--- config.mk ---
export PLATFORM = sky130hd
export DESIGN_NAME = timing_controller
export DESIGN_NICKNAME = d
export VERILOG_FILES = /design/src/rtl/timing_controller.sv
export SDC_FILE = /design/constraint.sdc
export NUM_CORES = 1
export LEC_CHECK = 0
export BUFFER_PORTS_ARGS = -buffer_cell sky130_fd_sc_hd__buf_2
export CAP_MARGIN = 20
export CORE_MARGIN = 2
export CORE_UTILIZATION = 36
export CTS_BUF_LIST = sky130_fd_sc_hd__clkbuf_8
export DETAILED_ROUTE_END_ITERATION = 8
export SLEW_MARGIN = 20
export SYNTH_ARGS = -nofsm -noshare
export SYNTH_HDL_FRONTEND = slang
export SYNTH_SLANG_ARGS = --single-unit
--- constraint.sdc ---
create_clock -name clk -period 1.56 [get_ports clk]
set_clock_uncertainty 0.15 [all_clocks]
set_input_delay 0 -clock clk [delete_from_list [all_inputs] [get_ports clk]]
set_output_delay 0 -clock clk [all_outputs]
set_load 0.005 [all_outputs]
--- src/rtl/timing_controller.sv ---
`default_nettype none
// ============================================================================
// Module      : timing_controller
// Description : Dwell-time counter for the traffic-light / DDI sync FSM.
//               Decodes current_state into a tick threshold, counts clock
//               ticks spent in that state and raises timing_done when the
//               dwell expires. MAINTENANCE and unused codes never time out.
//               Optional build macro TIMING_DONE_PULSE_EN turns timing_done
//               from a level into a single-cycle pulse per dwell.
// Revision    : 1.0 - initial release
// ============================================================================
module timing_controller #(
  parameter int GREEN_TICKS   = 30,
  parameter int YELLOW_TICKS  = 3,
  parameter int ALL_RED_TICKS = 1,
  parameter int CNT_W         = 6
) (
  input  logic       clk,
  input  logic       rst,            // asynchronous, active-low
  input  logic [3:0] current_state,
  output logic       timing_done
);

  // FSM state encodings shared with the sequencing FSM
  localparam logic [3:0] ST_ALL_RED          = 4'd0;
  localparam logic [3:0] ST_PHASE_1_GREEN    = 4'd1;
  localparam logic [3:0] ST_PHASE_1_YELLOW   = 4'd2;
  localparam logic [3:0] ST_PHASE_2_GREEN    = 4'd3;
  localparam logic [3:0] ST_PHASE_2_YELLOW   = 4'd4;
  localparam logic [3:0] ST_EASTBOUND_GREEN  = 4'd5;
  localparam logic [3:0] ST_EASTBOUND_YELLOW = 4'd6;
  localparam logic [3:0] ST_WESTBOUND_GREEN  = 4'd7;
  localparam logic [3:0] ST_WESTBOUND_YELLOW = 4'd8;
  localparam logic [3:0] ST_MAINTENANCE      = 4'd9;

  localparam logic [CNT_W-1:0] GREEN_THR   = CNT_W'(GREEN_TICKS);
  localparam logic [CNT_W-1:0] YELLOW_THR  = CNT_W'(YELLOW_TICKS);
  localparam logic [CNT_W-1:0] ALL_RED_THR = CNT_W'(ALL_RED_TICKS);

  logic [CNT_W-1:0] timing_threshold;
  logic [3:0]       state_q;
  logic [CNT_W-1:0] count;
  logic             state_change;
  logic             done_cond;

  // Decode the current state into its dwell threshold (0 = never expires)
  always_comb begin
    timing_threshold = '0;
    case (current_state)
      ST_PHASE_1_GREEN, ST_PHASE_2_GREEN,
      ST_EASTBOUND_GREEN, ST_WESTBOUND_GREEN:     timing_threshold = GREEN_THR;
      ST_PHASE_1_YELLOW, ST_PHASE_2_YELLOW,
      ST_EASTBOUND_YELLOW, ST_WESTBOUND_YELLOW:   timing_threshold = YELLOW_THR;
      ST_ALL_RED:                                 timing_threshold = ALL_RED_THR;
      ST_MAINTENANCE:                             timing_threshold = '0;
      default:                                    timing_threshold = '0;
    endcase
  end

  assign state_change = (current_state != state_q);

  // Comparing against the live input means a state change kills done in the
  // same cycle, before the registers have caught up.
  assign done_cond = !state_change && (timing_threshold != '0) &&
                     (count == timing_threshold);

  // Track the state being timed and count ticks, saturating at the threshold
  always_ff @(posedge clk or negedge rst) begin
    if (!rst) begin
      state_q <= ST_ALL_RED;
      count   <= '0;
    end else if (state_change) begin
      state_q <= current_state;
      count   <= '0;
    end else if (count != timing_threshold) begin
      count   <= count + CNT_W'(1);
    end
  end

`ifdef TIMING_DONE_PULSE_EN
  logic armed;

  // Armed on every state change (and out of reset); cleared once the pulse fires
  always_ff @(posedge clk or negedge rst) begin
    if (!rst) begin
      armed <= 1'b1;
    end else if (state_change) begin
      armed <= 1'b1;
    end else if (done_cond) begin
      armed <= 1'b0;
    end
  end

  assign timing_done = done_cond && armed;
`else
  assign timing_done = done_cond;
`endif

endmodule
`default_nettype wire

==> impl_metrics.json <==
{
  "postSynth.asyncResetShare_pct": 100,
  "slew_headroom_pct": 76.4,
  "row_count": 15,
  "syn_inst": 67,
  "p_leak_uw": 0.000403,
  "dieWidth_um": 46.5,
  "grt_setup_unrepaired": "true",
  "synth-edff-count": 0,
  "cts_tree": "done",
  "wl_per_cell_um": 14.3,
  "peakVddDrop_mv": 0.380,
  "antenna_cells": 0,
  "clock-sinks": 10,
  "finalSetupViolCount": 5,
  "clock.fmax_mhz": 583,
  "path_clk_slew_ns": 0.05,
  "final_util_pct": 54.7,
  "syn-cell-area_um2": 649,
  "start_kind": "flop",
  "hold_violations": 0,
  "maxCapViolCount": 0,
  "path_max_fanout": 3,
  "fin_nets": 96,
  "finalCriticalPeriod_ns": 1.71,
  "ys_ff_latch": 10,
  "yosysTopAreaCell": "dfrtp_1",
  "grt_pass1_wl_mm": 2.68,
  "globalplace.congestion": 0.828,
  "place_inst": 101,
  "io_buffers": 6,
  "tightest_slew_ns": 0.351,
  "die-height_um": 46.5,
  "yosysWarnings": 0,
  "r2r_end": "count[4]",
  "firstDrtPassIters": 5,
  "coreArea_mm2": 0.00171,
  "fillers": 159,
  "ff2ff_setup_slack_ns": -0.12,
  "cts_buffer_depth": 2,
  "fin_cells": 112,
  "syn_nets": 74,
  "area_delta_synth_final_pct": 43.7,
  "cts_root_buf": "clkbuf_8",
  "layout_setup_ws_ns": -0.154,
  "grt-ovfl-total": 0,
  "whs_ns": 0.00161,
  "drc": 0,
  "grt_pass1_vias": 582,
  "hp-class": "in2async",
  "dp_hpwl_um": 985,
  "p_total_uw": 686,
  "syn-mean-instance-area_um2": 9.69,
  "seq_area_frac_synth_pct": 38.5,
  "ant_nets": 0,
  "drt_iter0_drc": 13,
  "cp.required_ns": 1.41,
  "track_usage_pct": 18.5,
  "numCtsBuffers": 3,
  "violations": "setup timing",
  "critPathKind": "reg2out",
  "cts.htree.levels": 1,
  "grt_max_degree": 11,
  "io_pins": 7,
  "rr_startpoint": "count[0]",
  "finalMaxSlewViolations": 0,
  "end_kind": "output pin",
  "critical_path_arrival_ns": 1.56,
  "status": "finished, violations left",
  "synth_top_area_share_pct": 38.5,
  "powerDensity_mw_per_mm2": 735,
  "die-area_mm2": 0.00216,
  "reg2reg_depth": 4,
  "fin_area_um2": 933,
  "grt_antenna_before_repair": 0,
  "ys_types": 31,
  "place_area_um2": 763,
  "viasPerCell": 5.07,
  "synth_ff_type": "dfrtp_1",
  "wirelength_mm": 1.60,
  "synth_area_leaders": "dfrtp_1 39%, xnor2_1 12%, a2111oi_4 4.2%",
  "start_util_pct": 38.0,
  "drive_gt1_share_pct": 37.9,
  "clock_latency_ns": 0.24,
  "timing.final.crit_share_pct": 110,
  "vias": 568
}
[cell families after synthesis]
kind of cell	after synthesis	synth area share, %
flip-flops	10	38.5
multiplexers	1	1.73
buffers and inverters	8	5.39
adder cells (fa/ha/maj)	1	1.93
AO/OA/AOI/OAI	13	18.3
AND/OR/NAND/NOR	23	19.3
XOR/XNOR	11	14.8
[metrics by stage]
step,setup WS (ns),TNS [ns]
after CTS,-0.166,-0.384
after detailed placement,-0.126,-0.248
after global routing,-0.224,-0.782
after global placement,-0.0850,-0.162
after floorplan,-0.0874,-0.130
final,-0.154,-0.399
[where the power goes]
group | internal (uW) | switching [uW]
sequential | 267 | 4.03
clock | 169 | 102
combinational | 74.3 | 69.9
total | 510 | 176
[layout by cell type (no fill, tap or decap), types with 3 or more instances in the layout]
cell,n
buf_4,11
nor2_1,6
dlygate4sd3_1,5
clkbuf_8,3
xnor2_1,7
buf_2,6
nand4_1,3
dfrtp_1,9
[layer usage]
metal	track usage, %	up-vias	wire length [um]
li1	-	280	-
met1	23.4	269	727
met2	28.1	15	777
met5	0	-	0
met3	6.27	4	72
met4	9.14	0	23
[final cells by class]
cell class / count / area, um^2 / area share [%]
multi-input cells: 49 / 428 / 45.8
flip-flops and latches: 10 / 251 / 26.9
repair buffers: 23 / 174 / 18.6
clock buffers: 3 / 41.3 / 4.42
well taps: 25 / 31.3 / 3.35
inverters: 2 / 7.51 / 0.804
[sequential cells by signal, summed over array words and instances (netlist names)]
signal   cells
count        6
state_q      4
[synth_stat cells (all sizes together) (2+ instances only)]
master / instances
a21oi: 3
a31oi: 2
buf: 2
clkbuf: 4
dfrtp: 10
inv: 2
nand3: 3
nand4: 3
nor2: 6
nor2b: 2
nor3: 3
xnor2: 9
xor2: 2
[repair_timing]
item                                    4_1_cts  5_1_grt
resized for setup                             4        6
pin swaps                                     4        1
buffers inserted                              3        0
hold buffers                                  5        0
hold endpoints to repair                     14        0
endpoints found under the setup margin        4        5
[worst max-delay path by stage]
stage	startpoint	endpoint	slack (ns)	cells past startpoint
after floorplan	count[2]	count[4]	-0.09	4
after global placement	count[0]	count[4]	-0.09	4
after detailed placement	count[0]	count[4]	-0.13	4
after CTS	count[2]	timing_done	-0.17	5
after global routing	count[2]	timing_done	-0.22	5
final	count[2]	timing_done	-0.15	5
[critical path: stages (launching register included)]
cell,delay [ns]
dfrtp_1,0.37
or3_4,0.40
o22ai_4,0.14
nand3_2,0.10
nor3_2,0.17
buf_2,0.14
No activity file was read; power rests on OpenSTA's default activity.
